### src/rtl/controller_pkg.sv
// Shared types and defaults for the serial game-pad poller.
// Frame length helper lets the top derive its phase boundaries.
package controller_pkg;

    typedef enum logic [2:0] {
        IDLE,
        LATCH,
        GAP,
        SHIFT,
        DONE
    } state_e;

    localparam int unsigned DEF_NUM_PADS     = 2;
    localparam int unsigned DEF_NUM_BITS     = 16;
    localparam int unsigned DEF_BTN_BITS     = 12;
    localparam int unsigned DEF_CLK_DIV      = 4;
    localparam int unsigned DEF_LATCH_CYCLES = 8;
    localparam int unsigned DEF_POLL_CYCLES  = 4096;

    function automatic int unsigned frame_len(
        input int unsigned clk_div,
        input int unsigned latch_cycles,
        input int unsigned num_bits
    );
        return latch_cycles + clk_div * (2 * num_bits + 1) + 1;
    endfunction

endpackage

### src/rtl/controller_poller_if.sv
// Pad-connector pins and published button bus of the poller.
// CONTROLLER_EDGE_EN adds btn_pressed / btn_released.
interface controller_poller_if
    import controller_pkg::*;
#(
    parameter int unsigned NUM_PADS = DEF_NUM_PADS,
    parameter int unsigned BTN_BITS = DEF_BTN_BITS
);

    logic [NUM_PADS-1:0]          cont_data;
    logic                         cont_clk;
    logic                         cont_activate;
    logic [NUM_PADS*BTN_BITS-1:0] controller_btns;
    logic                         btns_valid;
`ifdef CONTROLLER_EDGE_EN
    logic [NUM_PADS*BTN_BITS-1:0] btn_pressed;
    logic [NUM_PADS*BTN_BITS-1:0] btn_released;

    modport master (
        input  cont_data,
        output cont_clk, cont_activate,
        output controller_btns, btns_valid,
        output btn_pressed, btn_released
    );

    modport slave (
        output cont_data,
        input  cont_clk, cont_activate,
        input  controller_btns, btns_valid,
        input  btn_pressed, btn_released
    );
`else
    modport master (
        input  cont_data,
        output cont_clk, cont_activate,
        output controller_btns, btns_valid
    );

    modport slave (
        output cont_data,
        input  cont_clk, cont_activate,
        input  controller_btns, btns_valid
    );
`endif

endinterface

### src/rtl/controller_sync.sv
// Two-flop synchronizer; resets to all-ones so idle pad lines
// read as released.
module controller_sync #(
    parameter int unsigned WIDTH = 1
) (
    input  logic             clk_i,
    input  logic             rst_i,
    input  logic [WIDTH-1:0] d_i,
    output logic [WIDTH-1:0] q_o
);

    logic [WIDTH-1:0] meta_q;
    logic [WIDTH-1:0] sync_q;

    always_ff @(posedge clk_i) begin
        if (rst_i) begin
            meta_q <= '1;
            sync_q <= '1;
        end else begin
            meta_q <= d_i;
            sync_q <= meta_q;
        end
    end

    assign q_o = sync_q;

endmodule

### src/rtl/controller_poller.sv
// Polls NUM_PADS serial shift-register pads and publishes buttons.
// Optional CONTROLLER_EDGE_EN adds press/release edge strobes.
module controller_poller
    import controller_pkg::*;
#(
    parameter int unsigned NUM_PADS     = DEF_NUM_PADS,
    parameter int unsigned NUM_BITS     = DEF_NUM_BITS,
    parameter int unsigned BTN_BITS     = DEF_BTN_BITS,
    parameter int unsigned CLK_DIV      = DEF_CLK_DIV,
    parameter int unsigned LATCH_CYCLES = DEF_LATCH_CYCLES,
    parameter int unsigned POLL_CYCLES  = DEF_POLL_CYCLES
) (
    input logic                 clk,
    input logic                 rst,
    controller_poller_if.master bus
);

    localparam int unsigned CNT_W     = $clog2(POLL_CYCLES);
    localparam int unsigned TMR_W     = $clog2(CLK_DIV);
    localparam int unsigned FRAME_LEN =
        frame_len(CLK_DIV, LATCH_CYCLES, NUM_BITS);
    localparam int unsigned BW        = NUM_PADS * BTN_BITS;

    // Frame phases are keyed off the poll counter, which reads f+1.
    localparam logic [CNT_W-1:0] CNT_MAX   = CNT_W'(POLL_CYCLES - 1);
    localparam logic [CNT_W-1:0] LAT_END   = CNT_W'(LATCH_CYCLES);
    localparam logic [CNT_W-1:0] GAP_END   =
        CNT_W'(LATCH_CYCLES + CLK_DIV);
    localparam logic [CNT_W-1:0] FRAME_END = CNT_W'(FRAME_LEN - 1);
    localparam logic [TMR_W-1:0] TMR_END   = TMR_W'(CLK_DIV - 1);

    logic [CNT_W-1:0]    cnt_q;
    state_e              state_q;
    logic [TMR_W-1:0]    tmr_q;
    logic                clk_q;
    logic                act_q;
    logic                valid_q;
    logic [BW-1:0]       btns_q;
    logic [BW-1:0]       new_btns;
    logic [NUM_BITS-1:0] sh_q [NUM_PADS];
    logic [NUM_PADS-1:0] sync_data;
    logic [NUM_PADS-1:0] pad_bits;
`ifdef CONTROLLER_EDGE_EN
    logic [BW-1:0]       pressed_q;
    logic [BW-1:0]       released_q;
`endif

    controller_sync #(
        .WIDTH (NUM_PADS)
    ) u_sync (
        .clk_i (clk),
        .rst_i (rst),
        .d_i   (bus.cont_data),
        .q_o   (sync_data)
    );

    assign pad_bits = ~sync_data;

    always_comb begin
        new_btns = '0;
        for (int p = 0; p < NUM_PADS; p++) begin
            new_btns[p*BTN_BITS +: BTN_BITS] = sh_q[p][BTN_BITS-1:0];
        end
    end

    always_ff @(posedge clk) begin
        if (rst) begin
            cnt_q <= '0;
        end else if (cnt_q == CNT_MAX) begin
            cnt_q <= '0;
        end else begin
            cnt_q <= cnt_q + 1'b1;
        end
    end

    always_ff @(posedge clk) begin
        if (rst) begin
            state_q <= IDLE;
            tmr_q   <= '0;
            clk_q   <= 1'b0;
            act_q   <= 1'b0;
            valid_q <= 1'b0;
            btns_q  <= '0;
            for (int p = 0; p < NUM_PADS; p++) begin
                sh_q[p] <= '0;
            end
`ifdef CONTROLLER_EDGE_EN
            pressed_q  <= '0;
            released_q <= '0;
`endif
        end else begin
            valid_q <= 1'b0;
`ifdef CONTROLLER_EDGE_EN
            pressed_q  <= '0;
            released_q <= '0;
`endif
            unique case (state_q)
                IDLE: begin
                    if (cnt_q == '0) begin
                        state_q <= LATCH;
                        act_q   <= 1'b1;
                        for (int p = 0; p < NUM_PADS; p++) begin
                            sh_q[p] <= '0;
                        end
                    end
                end
                LATCH: begin
                    if (cnt_q == LAT_END) begin
                        state_q <= GAP;
                        act_q   <= 1'b0;
                    end
                end
                GAP: begin
                    if (cnt_q == GAP_END) begin
                        state_q <= SHIFT;
                        clk_q   <= 1'b1;
                        tmr_q   <= '0;
                    end
                end
                SHIFT: begin
                    if (cnt_q == FRAME_END) begin
                        state_q <= DONE;
                        valid_q <= 1'b1;
                        btns_q  <= new_btns;
`ifdef CONTROLLER_EDGE_EN
                        pressed_q  <= new_btns & ~btns_q;
                        released_q <= ~new_btns & btns_q;
`endif
                    end else if (tmr_q == TMR_END) begin
                        tmr_q <= '0;
                        clk_q <= ~clk_q;
                        // Sample on the last cycle of the high half.
                        if (clk_q) begin
                            for (int p = 0; p < NUM_PADS; p++) begin
                                sh_q[p] <= {pad_bits[p],
                                            sh_q[p][NUM_BITS-1:1]};
                            end
                        end
                    end else begin
                        tmr_q <= tmr_q + 1'b1;
                    end
                end
                DONE: begin
                    state_q <= IDLE;
                end
                default: begin
                    state_q <= IDLE;
                end
            endcase
        end
    end

    assign bus.cont_clk        = clk_q;
    assign bus.cont_activate   = act_q;
    assign bus.controller_btns = btns_q;
    assign bus.btns_valid      = valid_q;
`ifdef CONTROLLER_EDGE_EN
    assign bus.btn_pressed     = pressed_q;
    assign bus.btn_released    = released_q;
`endif

endmodule

### src/flat_wrapper.sv
// flat-port wrapper written by rule: the top's interface ports become plain ports
module controller_poller_flat import controller_pkg::*;
#(
    parameter int unsigned NUM_PADS     = DEF_NUM_PADS,
    parameter int unsigned NUM_BITS     = DEF_NUM_BITS,
    parameter int unsigned BTN_BITS     = DEF_BTN_BITS,
    parameter int unsigned CLK_DIV      = DEF_CLK_DIV,
    parameter int unsigned LATCH_CYCLES = DEF_LATCH_CYCLES,
    parameter int unsigned POLL_CYCLES  = DEF_POLL_CYCLES
)
  (clk, rst, bus_cont_data, bus_cont_clk, bus_cont_activate, bus_controller_btns, bus_btns_valid);
  controller_poller_if #(.NUM_PADS(NUM_PADS), .BTN_BITS(BTN_BITS)) bus_i ();
  input logic clk;
  input logic rst;
  input wire logic [$bits(bus_i.cont_data)-1:0] bus_cont_data;
  output wire logic [$bits(bus_i.cont_clk)-1:0] bus_cont_clk;
  output wire logic [$bits(bus_i.cont_activate)-1:0] bus_cont_activate;
  output wire logic [$bits(bus_i.controller_btns)-1:0] bus_controller_btns;
  output wire logic [$bits(bus_i.btns_valid)-1:0] bus_btns_valid;
  assign bus_i.cont_data = bus_cont_data;
  assign bus_cont_clk = bus_i.cont_clk;
  assign bus_cont_activate = bus_i.cont_activate;
  assign bus_controller_btns = bus_i.controller_btns;
  assign bus_btns_valid = bus_i.btns_valid;
  controller_poller #(.NUM_PADS(NUM_PADS), .NUM_BITS(NUM_BITS), .BTN_BITS(BTN_BITS), .CLK_DIV(CLK_DIV), .LATCH_CYCLES(LATCH_CYCLES), .POLL_CYCLES(POLL_CYCLES)) u_core (.clk(clk), .rst(rst), .bus(bus_i));
endmodule
### config.mk
export PLATFORM = sky130hd
export DESIGN_NAME = controller_poller_flat
export DESIGN_NICKNAME = d
export VERILOG_FILES = /design/src/rtl/controller_pkg.sv /design/src/rtl/controller_poller_if.sv /design/src/rtl/controller_sync.sv /design/src/rtl/controller_poller.sv /design/src/flat_wrapper.sv
export SDC_FILE = /design/constraint.sdc
export NUM_CORES = 1
export LEC_CHECK = 0
export ABC_CLOCK_PERIOD_IN_PS = 3430
export CORE_MARGIN = 2
export CORE_UTILIZATION = 56
export CTS_BUF_LIST = sky130_fd_sc_hd__clkbuf_8 sky130_fd_sc_hd__clkbuf_16
export CTS_CLUSTER_DIAMETER = 30
export DETAILED_ROUTE_END_ITERATION = 8
export PLACE_DENSITY = 0.86
export SYNTH_ARGS = -nofsm -noshare
export SYNTH_HDL_FRONTEND = slang
export SYNTH_SLANG_ARGS = --single-unit
### constraint.sdc
create_clock -name clk -period 3.43 [get_ports clk]
set_clock_uncertainty 0.05 [all_clocks]
set_input_delay 0.343 -clock clk [delete_from_list [all_inputs] [get_ports clk]]
set_output_delay 0.343 -clock clk [all_outputs]
set_load 0.01 [all_outputs]
==> results of run 1 <==
==> through the flow <==
step	std cells	util	total power, W
floorplan	296	-	0.00118
global placement	384	0.644	0.00121
detailed placement	384	0.644	0.00122
CTS	400	0.679	0.00189
global route	400	0.679	0.00195
finish	400	0.679	0.00188
==> layout make-up <==
class | count | share of cell area
inverter | 7 | 0.00698
tap | 72 | 0.0239
sequential | 80 | 0.511
clock buffer | 9 | 0.0329
clock inverter | 7 | 0.0193
timing repair buffer | 36 | 0.0918
multi-input combinational | 189 | 0.314
==> flip-flops by register name (all words and copies together), names as in the netlist <==
signal / cells
u_core.bus.btns_valid: 1
u_core.bus.cont_activate: 1
u_core.bus.cont_clk: 1
u_core.bus.controller_btns: 24
u_core.cnt_q: 12
u_core.sh_q: 32
u_core.state_q: 3
u_core.tmr_q: 2
u_core.u_sync.meta_q: 2
u_core.u_sync.q_o: 2
==> worst max-delay path by stage <==
stage	from	end	depth (start not counted)
3_3_place_gp	u_core.cnt_q[0]	u_core.sh_q[0][20]	7
2_1_floorplan	u_core.cnt_q[0]	u_core.sh_q[0][0]	7
6_report	u_core.cnt_q[0]	u_core.sh_q[0][24]	7
3_5_place_dp	u_core.cnt_q[0]	u_core.sh_q[0][20]	7
4_1_cts	u_core.cnt_q[0]	u_core.sh_q[0][18]	7
5_1_grt	u_core.cnt_q[0]	u_core.sh_q[0][14]	7
==> synthesized netlist by cell type, types with 3 or more instances <==
| master | number |
|---|---|
| and2_1 | 31 |
| or2_2 | 5 |
| o21ai_0 | 26 |
| dfxtp_1 | 48 |
| nand3_1 | 30 |
| a21oi_1 | 25 |
| nor3_1 | 6 |
| edfxtp_1 | 32 |
| xnor2_1 | 5 |
| clkbuf_2 | 3 |
| buf_6 | 3 |
| nand4_1 | 7 |
| clkbuf_1 | 10 |
| inv_1 | 7 |
| nand2_1 | 5 |
| a211oi_1 | 3 |
| nor2_1 | 13 |
| buf_2 | 3 |
| ha_1 | 3 |
| xor2_1 | 5 |
==> report_power, final <==
group / switching [W] / leakage (nW) / internal (W)
Clock: 0.000345 / 0.0952 / 0.000336
Combinational: 0.0000651 / 0.491 / 0.0000403
Sequential: 0.0000385 / 0.738 / 0.00106
==> worst reg2reg max path: stages, from the launching register on <==
cell     delay, ns
dfxtp_1       0.36
inv_1         0.07
ha_1          0.14
nor4b_4       0.31
and4_1        0.56
nor3_1        0.13
or3_1         0.38
buf_4         0.27
==> cells by family after synthesis <==
logic type               Yosys count
flip-flops                        80
XOR/XNOR                          10
adder cells (fa/ha/maj)            3
AND/OR/NAND/NOR                  112
AO/OA/AOI/OAI                     63
buffers and inverters             27
multiplexers                       1
==> routing by layer <==
metal | share of wire | global-route usage | vias to the layer above
met5 | 0 | 0 | -
met4 | 0.013 | 0.107 | 0
met3 | 0.048 | 0.0382 | 9
met2 | 0.49 | 0.344 | 66
met1 | 0.45 | 0.268 | 1121
li1 | - | - | 1107
==> impl_metrics.json, run 1 <==
{
  "status": "finished, final reports clean",
  "r2r_setup_slack_ns": 0.87,
  "viasPerCell": 5.76,
  "synthArstFlopShare": 0,
  "relSlewSlack": 0.439,
  "synth_top_family_by_area": "simple AND/OR/NAND/NOR gates",
  "ant_nets": 0,
  "worstHoldPathCells": 1,
  "r2r_end": "u_core.sh_q[0][24]",
  "wire_per_inst_um": 15.3,
  "initial_utilization": 0.585,
  "cts-root-buf": "clkbuf_8",
  "multi_input_area_um2": 1180,
  "grt_pass1_vias": 2190,
  "track_usage": 0.211,
  "finalMaxSlewViolations": 0,
  "yosys_warnings": 0,
  "path_max_fanout": 32,
  "fp.dieW_um": 80.1,
  "arrival_ns": 2.58,
  "placed_cell_area_um2": 3570,
  "path_clk_slew_ns": 0.08,
  "vias": 2303,
  "fin_ws_ns": 0.872,
  "synthAdderAreaFrac": 0.0116,
  "synth_xor_area_frac": 0.0270,
  "cts_tree": "done",
  "place_ws_ns": 0.916,
  "ios": 31,
  "p_leak_nw": 1.32,
  "fin_crit_ns": 2.56,
  "fin_crit_sh": 0.746,
  "io_buffers": 30,
  "min_from": "u_core.u_sync.meta_q[0]",
  "cts.sinks": 80,
  "synth_cell_type_count": 41,
  "firstDrtPassIters": 4,
  "drive_gt1_frac": 0.101,
  "fin_setup_tns_ns": 0,
  "fmax_mhz": 391,
  "num_antenna_cells": 0,
  "synth_compound_area_frac": 0.112,
  "wirelength_mm": 6.12,
  "dpl.hpwl_mm": 3.95,
  "synth_mux_area_frac": 0.00309,
  "grt_pass1_wl_mm": 10.1,
  "synth_edf_count": 32,
  "cts_buffers": 9,
  "cap_viol_max_count": 0,
  "layout_common_cells": "dfxtp_1 (48), edfxtp_1 (32), and2_1 (31), nand3_1 (30), clkdlybuf4s50_1 (30)",
  "synth_top_cell_by_area": "dfxtp_1",
  "synth_area_leaders": "dfxtp_1 (30%), edfxtp_1 (30%), and2_1 (6.0%)",
  "seq_area_frac_synth": 0.593,
  "cts_setup_buffers": 0,
  "row_count": 27,
  "final_area_um2": 3760,
  "drc": 0,
  "rsz0062_at_grt": "no",
  "critPathRequiredTime_ns": 3.45,
  "ys.flop_type": "dfxtp_1",
  "hold_class": "reg2reg",
  "nets": 330,
  "fillers": 436,
  "vdd_ir_drop_max_mv": 0.296,
  "holdPathEnd": "u_core.u_sync.q_o[0]",
  "hold-worst-slack_ns": 0.363,
  "critPathLaunchType": "flip-flop",
  "area_delta_synth_final_pct": 16.1,
  "crit_type": "reg2reg",
  "reg2reg_from": "u_core.cnt_q[0]",
  "antenna_found_initial": 0,
  "cp_num_buf_inv": 2,
  "die_area_um2": 6410,
  "synth_top_cell_area_share": 0.297,
  "endpoint_kind": "flip-flop",
  "netlist_area_um2": 3240,
  "hold_viol": 0,
  "crit_family": "simple AND/OR/NAND/NOR gates",
  "cpPeakStageDelay_ns": 0.56,
  "htree_levels": 3,
  "ys_ff_latch": 80,
  "clockBufferDepth": 2,
  "finalSetupViolCount": 0,
  "register_area_um2": 1920,
  "grt_max_degree": 33,
  "place_congestion": 0.763,
  "first_iter_violations": 132,
  "crit_chain": "inv_1 -> ha_1 -> nor4b_4 -> and4_1 -> nor3_1 -> or3_1 -> buf_4",
  "worst-slew-pin-transition_ns": 0.833,
  "synth_nets": 303,
  "hold_buffers": 0,
  "yosys.area_share.simple": 0.212,
  "die_y_um": 80.1,
  "insertion_delay_ns": 0.35,
  "power_density_nw_per_um2": 500,
  "final_common_cell": "dfxtp_1",
  "critPathSlowestCell": "and4_1",
  "cts.repair.resized": 0,
  "grt_overflow": 0,
  "placeableCoreArea_um2": 5540,
  "synth_area_per_cell_um2": 10.9,
  "r2r.worst_path.cells": 7,
  "syn_inst": 296
}
No activity file was read; power rests on OpenSTA's default activity.
==> inputs of run 2 (changes only) <==
--- a/config.mk
+++ b/config.mk
@@ -5,7 +5,7 @@
 export SDC_FILE = /design/constraint.sdc
 export NUM_CORES = 1
 export LEC_CHECK = 0
-export ABC_CLOCK_PERIOD_IN_PS = 3430
+export ABC_CLOCK_PERIOD_IN_PS = 2600
 export CORE_MARGIN = 2
 export CORE_UTILIZATION = 56
 export CTS_BUF_LIST = sky130_fd_sc_hd__clkbuf_8 sky130_fd_sc_hd__clkbuf_16
==> constraint.sdc (replaced) <==
create_clock -name clk -period 2.6 [get_ports clk]
set_clock_uncertainty 0.05 [all_clocks]
set_input_delay 0.26 -clock clk [delete_from_list [all_inputs] [get_ports clk]]
set_output_delay 0.26 -clock clk [all_outputs]
set_load 0.01 [all_outputs]
==> run 2 against run 1 <==
  * Worst hold slack improved by 0.0035 ns
  * Sequential power rose by 33%
  * Fmax rose by 14%
  * Via count fell by 1.8%
  * Combinational power rose by 32%
  * Non-clock buffer count rose by 2
  * Critical path type unchanged
  * Critical endpoint is now u_core.sh_q[0][23]
  * Largest cell class unchanged
==> impl_metrics.json, run 2 (same netlist as run 1, synthesis figures left out) <==
{
  "cts.sinks": 80,
  "relSlewSlack": 0.444,
  "multi_input_area_um2": 1180,
  "vias": 2262,
  "dpl.hpwl_mm": 3.87,
  "track_usage": 0.207,
  "initial_utilization": 0.585,
  "final_common_cell": "dfxtp_1",
  "hold_buffers": 0,
  "power_w": 0.00245,
  "finalMaxSlewViolations": 0,
  "row_count": 27,
  "hold_viol": 0,
  "path_max_fanout": 32,
  "cap_viol_max_count": 0,
  "crit_chain": "inv_1 -> ha_1 -> nor4b_4 -> and4_1 -> nor3_1 -> or3_1 -> buf_4",
  "power_density_nw_per_um2": 650,
  "crit_family": "simple AND/OR/NAND/NOR gates",
  "first_iter_violations": 219,
  "place_congestion": 0.787,
  "fillers": 439,
  "area_delta_synth_final_pct": 16.4,
  "ant_nets": 0,
  "grt_overflow": 0,
  "wirelength_mm": 6.00,
  "viasPerCell": 5.63,
  "r2r.worst_path.cells": 7,
  "cts-root-buf": "clkbuf_8",
  "cts_tree": "done",
  "hold_class": "reg2reg",
  "r2r_end": "u_core.sh_q[0][23]",
  "worstHoldPathCells": 1,
  "ios": 31,
  "fin_crit_sh": 0.866,
  "critPathLaunchType": "flip-flop",
  "arrival_ns": 2.20,
  "fin_crit_ns": 2.25,
  "firstDrtPassIters": 4,
  "status": "finished, final reports clean",
  "grt_pass1_vias": 2059,
  "die_y_um": 80.1,
  "rsz0062_at_grt": "no",
  "r2r_setup_slack_ns": 0.35,
  "path_clk_slew_ns": 0.08,
  "die_area_um2": 6410,
  "grt_max_degree": 33,
  "fmax_mhz": 444,
  "cts.repair.resized": 0,
  "largest_register_ffs": 32,
  "register_area_um2": 1920,
  "p_leak_nw": 1.34,
  "reg2reg_from": "u_core.cnt_q[0]",
  "placeableCoreArea_um2": 5540,
  "cts_buffers": 9,
  "drive_gt1_frac": 0.106,
  "cp_num_buf_inv": 2,
  "grt_pass1_wl_mm": 9.99,
  "top_register": "u_core.sh_q",
  "nets": 332,
  "htree_levels": 3,
  "endpoint_kind": "flip-flop",
  "worst-slew-pin-transition_ns": 0.824,
  "fin_ws_ns": 0.349,
  "cts_setup_buffers": 0,
  "critPathRequiredTime_ns": 2.55,
  "layout_common_cells": "dfxtp_1 (48), edfxtp_1 (32), and2_1 (31), nand3_1 (30), clkdlybuf4s50_1 (30)",
  "vdd_ir_drop_max_mv": 0.425,
  "fp.dieW_um": 80.1,
  "wire_per_inst_um": 14.9,
  "crit_type": "reg2reg",
  "cpPeakStageDelay_ns": 0.42,
  "insertion_delay_ns": 0.35,
  "finalSetupViolCount": 0,
  "num_antenna_cells": 0,
  "clockBufferDepth": 2,
  "fin_setup_tns_ns": 0,
  "io_buffers": 30,
  "min_from": "u_core.u_sync.meta_q[0]",
  "place_ws_ns": 0.349,
  "holdPathEnd": "u_core.u_sync.q_o[0]",
  "drc": 0,
  "critPathSlowestCell": "dfxtp_1",
  "antenna_found_initial": 0
}
==> run 2: changes by cell type in the layout (fill, tap and decap cells not counted), sizes merged <==
cell      change
inv           +3
buf           +2
clkbuf        +2
clkinv        -2
clkinvlp      -2
bufinv        -1
==> run 2: layout make-up <==
cell class              count  share of cell area
clock buffers              11              0.0402
clock inverters             5             0.00996
inverters                   7             0.00697
multi-input cells         189               0.314
flip-flops and latches     80               0.510
well taps                  72              0.0239
repair buffers             38              0.0956
==> run 2: how the worst max path moves through the flow <==
| stage | to | cells after the start | slack, ns | startpoint |
|---|---|---|---|---|
| after floorplan | u_core.sh_q[0][0] | 7 | 0.09 | u_core.cnt_q[0] |
| after CTS | u_core.sh_q[0][23] | 7 | 0.34 | u_core.cnt_q[0] |
| final | u_core.sh_q[0][23] | 7 | 0.35 | u_core.cnt_q[0] |
| after global placement | u_core.sh_q[0][20] | 7 | 0.42 | u_core.cnt_q[0] |
| after global routing | u_core.sh_q[0][23] | 7 | 0.19 | u_core.cnt_q[0] |
| after detailed placement | u_core.sh_q[0][19] | 7 | 0.35 | u_core.cnt_q[0] |
==> run 2: worst register-to-register path, cell delays in order (launching register included) <==
cell     delay (ns)
dfxtp_1        0.42
inv_1          0.06
ha_1           0.19
nor4b_4        0.14
and4_1         0.23
nor3_1         0.27
or3_1          0.16
buf_4          0.36
==> run 2: per-layer routing <==
layer | up-vias | global-route usage | share of wire
met5 | - | 0 | 0
met4 | 0 | 0.119 | 0.0093
met3 | 4 | 0.0416 | 0.042
met1 | 1098 | 0.268 | 0.46
li1 | 1114 | - | -
met2 | 46 | 0.323 | 0.49
==> run 2: stage by stage <==
step | util | hold slack [ns] | instance area (um^2) | cells
2_1_floorplan | - | 0.314 | 3240 | 296
3_3_place_gp | 0.646 | 0.342 | 3580 | 386
3_5_place_dp | 0.646 | 0.346 | 3580 | 386
4_1_cts | 0.680 | 0.367 | 3770 | 402
5_1_grt | 0.680 | 0.393 | 3770 | 402
6_report | 0.680 | 0.367 | 3770 | 402
==> run 2: power breakdown <==
| group | total, W | switching, W | internal, W |
|---|---|---|---|
| Clock | 0.000865 | 0.000458 | 0.000407 |
| Combinational | 0.000139 | 0.0000841 | 0.0000550 |
| Sequential | 0.00145 | 0.0000530 | 0.00139 |
==> inputs of run 3 (changes only) <==
--- a/config.mk
+++ b/config.mk
@@ -12,6 +12,7 @@
 export CTS_CLUSTER_DIAMETER = 30
 export DETAILED_ROUTE_END_ITERATION = 8
 export PLACE_DENSITY = 0.86
+export SETUP_SLACK_MARGIN = 0.1
 export SYNTH_ARGS = -nofsm -noshare
 export SYNTH_HDL_FRONTEND = slang
 export SYNTH_SLANG_ARGS = --single-unit
==> run 3 against run 2 <==
  * Clock-buffer cell count fell by 1
  * Power up 11%
  * Largest cell class unchanged
  * Final area increased by 2.3%
  * Largest power group unchanged
  * Critical path depth is 2 lower
  * Fmax fell by 1.4%
  * Die area unchanged
  * Flip-flop and latch count unchanged
  * Wire length down 0.45%
  * Sequential share of layout area is 1.1 points lower
  * Combinational power increased by 4%
==> impl_metrics.json, run 3 (same netlist as run 1, synthesis figures left out) <==
{
  "status": "finished, final reports clean",
  "r2r.worst_path.cells": 5,
  "fin_setup_tns_ns": 0,
  "num_antenna_cells": 0,
  "cts.sinks": 80,
  "finalMaxSlewViolations": 0,
  "power_w": 0.00272,
  "place_inst": 387,
  "track_usage": 0.205,
  "worstHoldPathCells": 1,
  "grt_overflow": 0,
  "cap_viol_max_count": 0,
  "placed_cell_area_um2": 3590,
  "wirelength_mm": 5.97,
  "top_register": "u_core.sh_q",
  "worst-slew-pin-transition_ns": 1.05,
  "row_count": 27,
  "cts_tree": "done",
  "crit_family": "simple AND/OR/NAND/NOR gates",
  "vias": 2271,
  "hold_viol": 0,
  "first_iter_violations": 151,
  "layout_common_cells": "dfxtp_1 (46), edfxtp_1 (32), and2_1 (31), nand3_1 (30), clkdlybuf4s50_1 (30)",
  "viasPerCell": 5.62,
  "vdd_ir_drop_max_mv": 0.386,
  "critPathLaunchType": "flip-flop",
  "insertion_delay_ns": 0.35,
  "final_common_cell": "dfxtp_1",
  "clockBufferDepth": 2,
  "place_congestion": 0.726,
  "die_area_um2": 6410,
  "hold_buffers": 0,
  "fin_crit_sh": 0.878,
  "htree_levels": 3,
  "power_density_nw_per_um2": 705,
  "arrival_ns": 2.30,
  "placeableCoreArea_um2": 5540,
  "reg2reg_from": "u_core.cnt_q[5]",
  "p_leak_nw": 1.38,
  "final_cells": 404,
  "critPathSlowestCell": "nor4_4",
  "crit_cells": 5,
  "ant_nets": 0,
  "grt_pass1_vias": 2202,
  "cts_buffers": 9,
  "r2r_end": "u_core.sh_q[0][22]",
  "min_from": "u_core.u_sync.meta_q[1]",
  "fp.dieW_um": 80.1,
  "crit_type": "reg2reg",
  "initial_utilization": 0.585,
  "holdPathEnd": "u_core.u_sync.q_o[1]",
  "critPathRequiredTime_ns": 2.62,
  "finalSetupViolCount": 0,
  "antenna_found_initial": 0,
  "crit_chain": "nor4_4 -> and4_4 -> nor3_1 -> or3_2 -> buf_4",
  "fmax_mhz": 438,
  "ios": 31,
  "endpoint_kind": "flip-flop",
  "cp_num_buf_inv": 1,
  "relSlewSlack": 0.292,
  "largest_register_ffs": 32,
  "dpl.hpwl_mm": 3.73,
  "r2r_setup_slack_ns": 0.32,
  "hold_class": "reg2reg",
  "drc": 0,
  "cpPeakStageDelay_ns": 0.44,
  "grt_max_degree": 38,
  "cts-root-buf": "clkbuf_8",
  "wire_per_inst_um": 14.8,
  "area_delta_synth_final_pct": 19.0,
  "fin_crit_ns": 2.28,
  "rsz0062_at_grt": "no",
  "hold-worst-slack_ns": 0.361,
  "nets": 334,
  "path_max_fanout": 32,
  "final_area_um2": 3850,
  "firstDrtPassIters": 4,
  "grt_pass1_wl_mm": 9.98,
  "path_clk_slew_ns": 0.08,
  "io_buffers": 30,
  "drive_gt1_frac": 0.123,
  "die_y_um": 80.1
}
[run 3: layout make-up]
class | count | area (um^2)
multi-input cells | 189 | 1190
well taps | 72 | 90.1
repair buffers | 40 | 375
clock inverters | 6 | 115
inverters | 7 | 26.3
clock buffers | 10 | 138
fillers | 411 | 1690
flip-flops and latches | 80 | 1920
[run 3: report_power, final]
group          total, W  internal (W)  switching [W]
sequential      0.00145       0.00139      0.0000513
clock           0.00113      0.000671       0.000456
combinational  0.000145     0.0000581      0.0000872
[run 3: per-stage QoR]
stage                util  setup slack, ns
floorplan               -            0.265
global placement    0.648            0.218
detailed placement  0.648            0.152
CTS                 0.694            0.131
global route        0.696            0.139
finish              0.696            0.318
[run 3: how the worst max path moves through the flow]
stage                          from                 end  slack [ns]
floorplan           u_core.cnt_q[0]   u_core.sh_q[0][0]        0.27
global placement    u_core.cnt_q[0]   u_core.sh_q[0][3]        0.22
detailed placement  u_core.cnt_q[0]   u_core.sh_q[0][9]        0.15
CTS                 u_core.cnt_q[0]  u_core.sh_q[0][12]        0.13
global route        u_core.cnt_q[0]   u_core.sh_q[0][7]        0.14
finish              u_core.cnt_q[5]  u_core.sh_q[0][22]        0.32
[run 3: repair_timing]
action | CTS | global route
gates resized for setup | 0 | 4
endpoints found under the setup margin | 0 | 64
buffers inserted | 0 | 1
[run 3: routing by layer]
metal	vias to the layer above	share of wire	GRT usage
li1	1112	-	-
met1	1095	0.47	0.264
met2	54	0.47	0.323
met3	10	0.039	0.0461
met4	0	0.019	0.110
met5	-	0	0
[run 3: worst register-to-register path, stage by stage, from the launching register on]
cell     delay, ns
dfxtp_1       0.39
nor4_4        0.44
and4_4        0.33
nor3_1        0.07
or3_2         0.44
buf_4         0.28
